==> config.mk <==
export PLATFORM = sky130hd
export DESIGN_NAME = mag_gain_comp_flat
export DESIGN_NICKNAME = d
export VERILOG_FILES = /design/src/rtl/mag_gain_comp_if.sv /design/src/rtl/mag_gain_comp.sv /design/src/flat_wrapper.sv
export SDC_FILE = /design/constraint.sdc
export NUM_CORES = 1
export LEC_CHECK = 0
export CAP_MARGIN = 20
export CORE_ASPECT_RATIO = 1.5
export CORE_UTILIZATION = 62
export DETAILED_ROUTE_END_ITERATION = 10
export PLACE_DENSITY_LB_ADDON = 0.25
export SYNTH_ARGS = -nofsm -noshare
export SYNTH_HDL_FRONTEND = slang
export SYNTH_SLANG_ARGS = --single-unit
==> constraint.sdc <==
create_clock -name clk -period 6.8 [get_ports clk]
set_clock_uncertainty 0.1 [all_clocks]
set_input_delay 1.02 -clock clk [delete_from_list [all_inputs] [get_ports clk]]
set_output_delay 1.02 -clock clk [all_outputs]
set_load 0.01 [all_outputs]
==> src/rtl/mag_gain_comp_if.sv <==
// Sample/result bundle for the CORDIC magnitude gain compensator.
interface mag_gain_comp_if #(
  parameter int OUT_W = 16
) ();
  logic             in_valid;
  logic [23:0]      mag_in;
  logic             flush;
  logic             peak_clr;
  logic             out_valid;
  logic [OUT_W-1:0] mag_out;
  logic [OUT_W-1:0] peak_out;
  logic             sat_flag;

  modport master (
    output in_valid, mag_in, flush, peak_clr,
    input  out_valid, mag_out, peak_out, sat_flag
  );

  modport slave (
    input  in_valid, mag_in, flush, peak_clr,
    output out_valid, mag_out, peak_out, sat_flag
  );
endinterface

==> src/rtl/mag_gain_comp.sv <==
// Removes CORDIC gain from the final vectoring magnitude, rounds/saturates to OUT_W bits,
// with peak-hold and sticky saturation; fixed 3-clk latency, full rate, no backpressure.
module mag_gain_comp #(
  parameter int K_COEF = 159188,
  parameter int SHIFT  = 7,
  parameter int OUT_W  = 16
) (
  input  logic          clk,
  input  logic          reset_b,
  mag_gain_comp_if.slave bus
);

  localparam logic [17:0] K    = 18'(K_COEF);
  localparam logic [41:0] RND  = 42'd1 << (17 + SHIFT);
  localparam logic [41:0] MAXV = (42'd1 << OUT_W) - 42'd1;

  logic [2:0]       vld;
  logic [22:0]      s1_dat;
  logic [40:0]      s2_dat;
  logic [OUT_W-1:0] mag_q;
  logic [OUT_W-1:0] peak_q;
  logic             sat_q;

  logic [41:0]      rnd_sum;
  logic [41:0]      r;
  logic             sat_next;
  logic [OUT_W-1:0] mag_next;
  logic             load3;

  always_comb begin
    rnd_sum  = {1'b0, s2_dat} + RND;
    r        = rnd_sum >> (18 + SHIFT);
    sat_next = (r > MAXV);
    mag_next = sat_next ? {OUT_W{1'b1}} : r[OUT_W-1:0];
    // A flush on the same edge kills the sample reaching the output stage.
    load3    = vld[1] & ~bus.flush;
  end

  always_ff @(posedge clk or negedge reset_b) begin
    if (!reset_b) begin
      vld    <= '0;
      s1_dat <= '0;
      s2_dat <= '0;
      mag_q  <= '0;
      peak_q <= '0;
      sat_q  <= 1'b0;
    end else begin
      vld <= {vld[1], vld[0], bus.in_valid} & {3{~bus.flush}};

      if (bus.in_valid && !bus.flush)
        s1_dat <= bus.mag_in[23] ? 23'd0 : bus.mag_in[22:0];

      if (vld[0] && !bus.flush)
        s2_dat <= 41'(s1_dat) * 41'(K);

      if (load3)
        mag_q <= mag_next;

      // Clearing coincident with a completing sample restarts from that sample.
      if (bus.peak_clr) begin
        peak_q <= load3 ? mag_next : '0;
        sat_q  <= load3 & sat_next;
      end else if (load3) begin
        if (mag_next > peak_q)
          peak_q <= mag_next;
        if (sat_next)
          sat_q <= 1'b1;
      end
    end
  end

  assign bus.out_valid = vld[2];
  assign bus.mag_out   = mag_q;
  assign bus.peak_out  = peak_q;
  assign bus.sat_flag  = sat_q;

endmodule
==> src/flat_wrapper.sv <==
// flat-port wrapper written by rule: the top's interface ports become plain ports
module mag_gain_comp_flat 
#(
  parameter int K_COEF = 159188,
  parameter int SHIFT  = 7,
  parameter int OUT_W  = 16
)
  (clk, reset_b, bus_in_valid, bus_mag_in, bus_flush, bus_peak_clr, bus_out_valid, bus_mag_out, bus_peak_out, bus_sat_flag);
  mag_gain_comp_if #(.OUT_W(OUT_W)) bus_i ();
  input  logic clk;
  input  logic reset_b;
  input wire logic [$bits(bus_i.in_valid)-1:0] bus_in_valid;
  input wire logic [$bits(bus_i.mag_in)-1:0] bus_mag_in;
  input wire logic [$bits(bus_i.flush)-1:0] bus_flush;
  input wire logic [$bits(bus_i.peak_clr)-1:0] bus_peak_clr;
  output wire logic [$bits(bus_i.out_valid)-1:0] bus_out_valid;
  output wire logic [$bits(bus_i.mag_out)-1:0] bus_mag_out;
  output wire logic [$bits(bus_i.peak_out)-1:0] bus_peak_out;
  output wire logic [$bits(bus_i.sat_flag)-1:0] bus_sat_flag;
  assign bus_i.in_valid = bus_in_valid;
  assign bus_i.mag_in = bus_mag_in;
  assign bus_i.flush = bus_flush;
  assign bus_i.peak_clr = bus_peak_clr;
  assign bus_out_valid = bus_i.out_valid;
  assign bus_mag_out = bus_i.mag_out;
  assign bus_peak_out = bus_i.peak_out;
  assign bus_sat_flag = bus_i.sat_flag;
  mag_gain_comp #(.K_COEF(K_COEF), .SHIFT(SHIFT), .OUT_W(OUT_W)) u_core (.clk(clk), .reset_b(reset_b), .bus(bus_i));
endmodule
Word-level counts from Yosys, hierarchy flattened
Cells that the tools add are included.
Cells by class
  reductions and logical operators: 8
  $add $sub $neg: 1
  bitwise gates (word level): 4
  multiplexer cells: 9
  $mul: 1
  magnitude comparators: 2
Operators with widths (count)
  $mux 16: 5
  $add 41x25->42 const B: 1
  $mul 23x16->39 const B: 1
  $mux 23: 1
  $gt 17x16->1 const B: 1
  $gt 16x16->1: 1
  $reduce_bool 2->1: 3
  $reduce_and 2->1: 2
  $and 3x3->3: 1
  $mux 1: 3
  $and 1x1->1: 2
  $logic_and 1x1->1: 2
  $logic_not 1->1: 1
  $not 1->1: 1
Word-level totals
  input port bits: 29
  output and inout bits: 34
  bits in registers: 98

Logic depth before layout (Yosys ltp)
  depth after elaboration: 7
  gate-level depth with buffers: 22
  depth with buffers taken out: 21

Worst setup path before layout
Ideal clock, no wire load.
  kind: register to register
  start: reg u_core.s1_dat[6]
  end: reg u_core.s2_dat[39]
  buffers on the path: 0
  slack: 891 ps
  required time: 6570 ps
  cell stages (with the launch flop): 22
  data arrival time: 5679 ps
  period minus slack after synthesis: 5909 ps
  cells stage by stage: dfrtp_1 > inv_1 > fa_1 > fa_1 > inv_1 > fa_1 > inv_1 > fa_1 > inv_1 > fa_1 > inv_1 > fa_1 > inv_1 > ha_1 > a211o_1 > a21oi_1 > o21ai_0 > o21a_1 > o311ai_4 > nand2_2 > a2111oi_2 > o21ai_1
On the way
  word-level cells in the longest chain between the ends: 1
RTL lines
  start, declared: line mag_gain_comp.sv:18  | logic [22:0] s1_dat;
  start signal, assigned: line mag_gain_comp.sv:51  | s1_dat <= bus.mag_in[23] ? 23'd0 : bus.mag_in[22:0];
  $mul 23x16->39: line mag_gain_comp.sv:54  | s2_dat <= 41'(s1_dat) * 41'(K);
  end signal, assigned: line mag_gain_comp.sv:54
  end, declared: line mag_gain_comp.sv:19  | logic [40:0] s2_dat;
No other way between the ends.
A chain may end at the register's enable or synchronous reset.

Worst setup path after layout
Same ends and word-level chain as after synthesis.

==> key figures <==
Run status
  • Status: finished, final reports clean

Routing
  • Detailed Route Iter0 Violations: ~360
  • Avg WL per Cell: 18.1 um
  • Drt total wl: 24500 um
  • Vias/cell: approximately 5.6
  • DR vias: 7572
  • 1st-pass router iterations: 7
  • Final ANT Viol Nets: 0
  • Post-route DRC violation count: 0

STA
  • Fin. Hold Viols: 0
  • Setup_tns: 0 ns
  • Unrepaired setup endpoints after global routing: no
  • Peak Freq: roughly 0.15 GHz
  • Period Utilization, post-route: between 90% and 100%
  • Final Setup Violations: 0
  • Shortest period the worst path allows: between 6 and 7 ns
  • Slew Limit Headroom: about a third
  • Max Slew Vio Count: 0
  • Slew @ Worst Pin: between 0.9 and 1 ns

Floorplanning
  • Core Footprint: 16800 um^2
  • Chip height: 162 um
  • Top-level port count: 63
  • Die ar.: 17700 um^2
  • Initial Utilization: between 60% and 70%
  • Die Wd: roughly 110 um
  • Num rows: between 50 and 60

Synth
  • Seq/Total Area, Yosys: 17.9%
  • Synth Register Bits: 76
  • Post-Synthesis Cells: between 1k and 1.5k
  • Post-synthesis cell type count: 54
  • EDFF count, synth: 0
  • Ys async rst share: 100%
  • Post-synthesis cell area: 10600 um^2
  • Syn_nets: approximately 1.4k
  • Syn Area/Cell: just under 10 um^2
  • Area leader, netlist: fa_1
  • Synth warnings: 0
  • Top cells by area, synth: fa_1, ha_1, dfrtp_1
  • Top-area cell type share of the netlist area: 29.0%
  • Primary FF master, synth: dfrtp_1

Critical path
  • Crit-path max cell delay: 0.54 ns
  • R2r startpoint: u_core.s1_dat[6]$_DFFE_PN0P_
  • Setup CP Type: flip-flop to flip-flop
  • CP delay by family, top: adder cells
  • Crit path capture: u_core.s2_dat[39]$_DFFE_PN0P_
  • Slowest stage cell, crit path: dfrtp_1
  • Worst path arrival time: between 6 and 7 ns
  • Reg2Reg Depth: 21
  • RR Endpoint: u_core.s2_dat[39]$_DFFE_PN0P_
  • Buf+Inv Stages, Crit Path: 6
  • Stages on worst setup path: 21
  • Critical Path Start Type: flip-flop
  • Crit path cell chain: inv_1, fa_1, fa_1, inv_1, fa_1, inv_1, fa_1, inv_1, fa_1, inv_1, fa_1, inv_1, ha_1, a211o_1, a21oi_1, o21ai_0, o21a_1, o311ai_4, nand2_2, a2111oi_2, o21ai_1
  • Critical Path Fanout Max: 7
  • CP startpoint: u_core.s1_dat[6]$_DFFE_PN0P_
  • Req. time, crit path: 6.92 ns
  • Reg2reg setup slack: 0.26 ns
  • Crit. End Element: flip-flop

Layout
  • Number of nets in the layout: 1498
  • Final Non-Filler Cells: 1357
  • Final Core Density: 70.4%
  • Design Area, Final: 11800 um^2
  • Fill cell count: 1296
  • Layout cells sized above 1: 2.88%
  • Layout area overhead: 10.9%
  • Inserted Diodes: 0
  • Highest-count cells in the layout ignoring fill and taps: inv_1, ha_1, fa_1
  • Most common cell after layout, fill and taps aside: inv_1

Job
  • Max-Cap Viols: 0

Hold path
  • Hold Crit Class: flip-flop to flip-flop

Clock network
  • Hold-fix buffers, CTS: 0
  • CTS Sinks: 76
  • CTS tree: yes
  • Setup bufs post-CTS: 0
  • Clock-pin slew of the registers on the worst-case setup and hold paths: 0.07 ns
  • Clock latency on the worst-skew pair: 0.35 ns
  • Clock root buffer: clkbuf_16
  • H-Tree Depth: 3
  • CTS Buf Count: 9
  • Worst-case clock buffer depth: 2

Place
  • Placed cell area: 11400 um^2
  • IO buf count: 62
  • Last weighted congestion value of the routability-driven placer: roughly 0.98
  • Placed insts: 1340
  • Hpwl dp: 21000 um

Global route
  • Total gr overflow: 0
  • Number of antenna violations at the first check in global routing: 0
  • Vias in the first global route: 8196
  • Largest net degree at the start of global routing: 77
  • Global-route wire length before repair: a little over 40000 um
  • Overall global routing resource usage: 30.3%
-- worst min path at each step --
stage,depth (start not counted),start,end,slack [ns]
2_1_floorplan,2,u_core.s2_dat[25]$_DFFE_PN0P_,u_core.s2_dat[25]$_DFFE_PN0P_,0.37
3_3_place_gp,2,u_core.bus.mag_out[5]$_DFFE_PN0P_,u_core.bus.mag_out[5]$_DFFE_PN0P_,0.36
3_5_place_dp,2,u_core.bus.mag_out[5]$_DFFE_PN0P_,u_core.bus.mag_out[5]$_DFFE_PN0P_,0.36
4_1_cts,2,u_core.bus.mag_out[5]$_DFFE_PN0P_,u_core.bus.mag_out[5]$_DFFE_PN0P_,0.38
5_1_grt,2,u_core.bus.mag_out[5]$_DFFE_PN0P_,u_core.bus.mag_out[5]$_DFFE_PN0P_,0.39
6_report,2,u_core.bus.mag_out[5]$_DFFE_PN0P_,u_core.bus.mag_out[5]$_DFFE_PN0P_,0.37
-- timing repair --
| item | 4_1_cts | 5_1_grt |
|---|---|---|
| resized for setup | 0 | 1 |
| endpoints found under the setup margin | 0 | 1 |
| hold endpoints to repair | 0 | 0 |
-- synthesized netlist by cell type, drive strengths merged (2+ instances only) --
cell	instances
and3	7
fa	154
nand4	4
nor2	33
a211o	2
inv	260
dfrtp	76
a2111oi	3
nand2	72
o21ai	66
a31oi	16
and4	5
o21bai	2
nand3	12
mux2	3
a21oi	36
nor3	4
a22o	14
o311ai	2
o21a	9
xnor2	9
a211oi	4
clkbuf	18
a31o	2
nor4	3
o22ai	3
mux2i	2
xor2	19
buf	4
nor2b	7
nand3b	22
ha	173
a21o	18
o211ai	4
nand2b	8
o2bb2ai	2
-- area by class of cell --
class / instances / area [um^2] / area share (%)
sequential: 76 / 1900 / 16.1
timing repair buffer: 65 / 653 / 5.54
clock inverter: 7 / 97.6 / 0.827
clock buffer: 9 / 225 / 1.91
multi-input combinational: 729 / 7670 / 65.1
inverter: 261 / 980 / 8.31
tap: 210 / 263 / 2.23
-- metrics by stage --
step	setup slack (ns)	hold slack (ns)
floorplan	0.891	0.367
global placement	0.340	0.359
detailed placement	0.295	0.363
CTS	0.262	0.378
global route	0.0474	0.393
finish	0.261	0.374
-- per-layer routing --
layer / vias up / GRT usage [%] / wire, um
met3: 63 / 3.24 / 709
li1: 3621 / - / -
met4: 0 / 14.2 / 1200
met2: 202 / 54.9 / 12800
met5: - / 0 / 0
met1: 3686 / 35.2 / 9800
-- state kept, by name (all words and copies together) (netlist names) --
| name | flops |
|---|---|
| u_core.s1_dat | 23 |
| u_core.s2_dat | 17 |
| u_core.bus.mag_out | 16 |
| u_core.bus.peak_out | 16 |
| u_core.vld | 3 |
| u_core.bus.sat_flag | 1 |
-- cells by family after synthesis --
logic type | synth area share [%]
AND/OR/NAND/NOR | 8.38
adder cells (fa/ha/maj) | 49.3
flip-flops | 17.9
XOR/XNOR | 2.31
multiplexers | 0.506
buffers and inverters | 10.0
AO/OA/AOI/OAI | 11.6
-- tightest hold or removal path, cell delays in order, from the launching register on --
cell and delay [ns]:
dfrtp_1 0.34, nand2_1 0.05, nand2_1 0.05
Power is left out: the tool's default activity adds up to more than one toggle a clock period on the data nets, which glitch-free logic cannot reach.
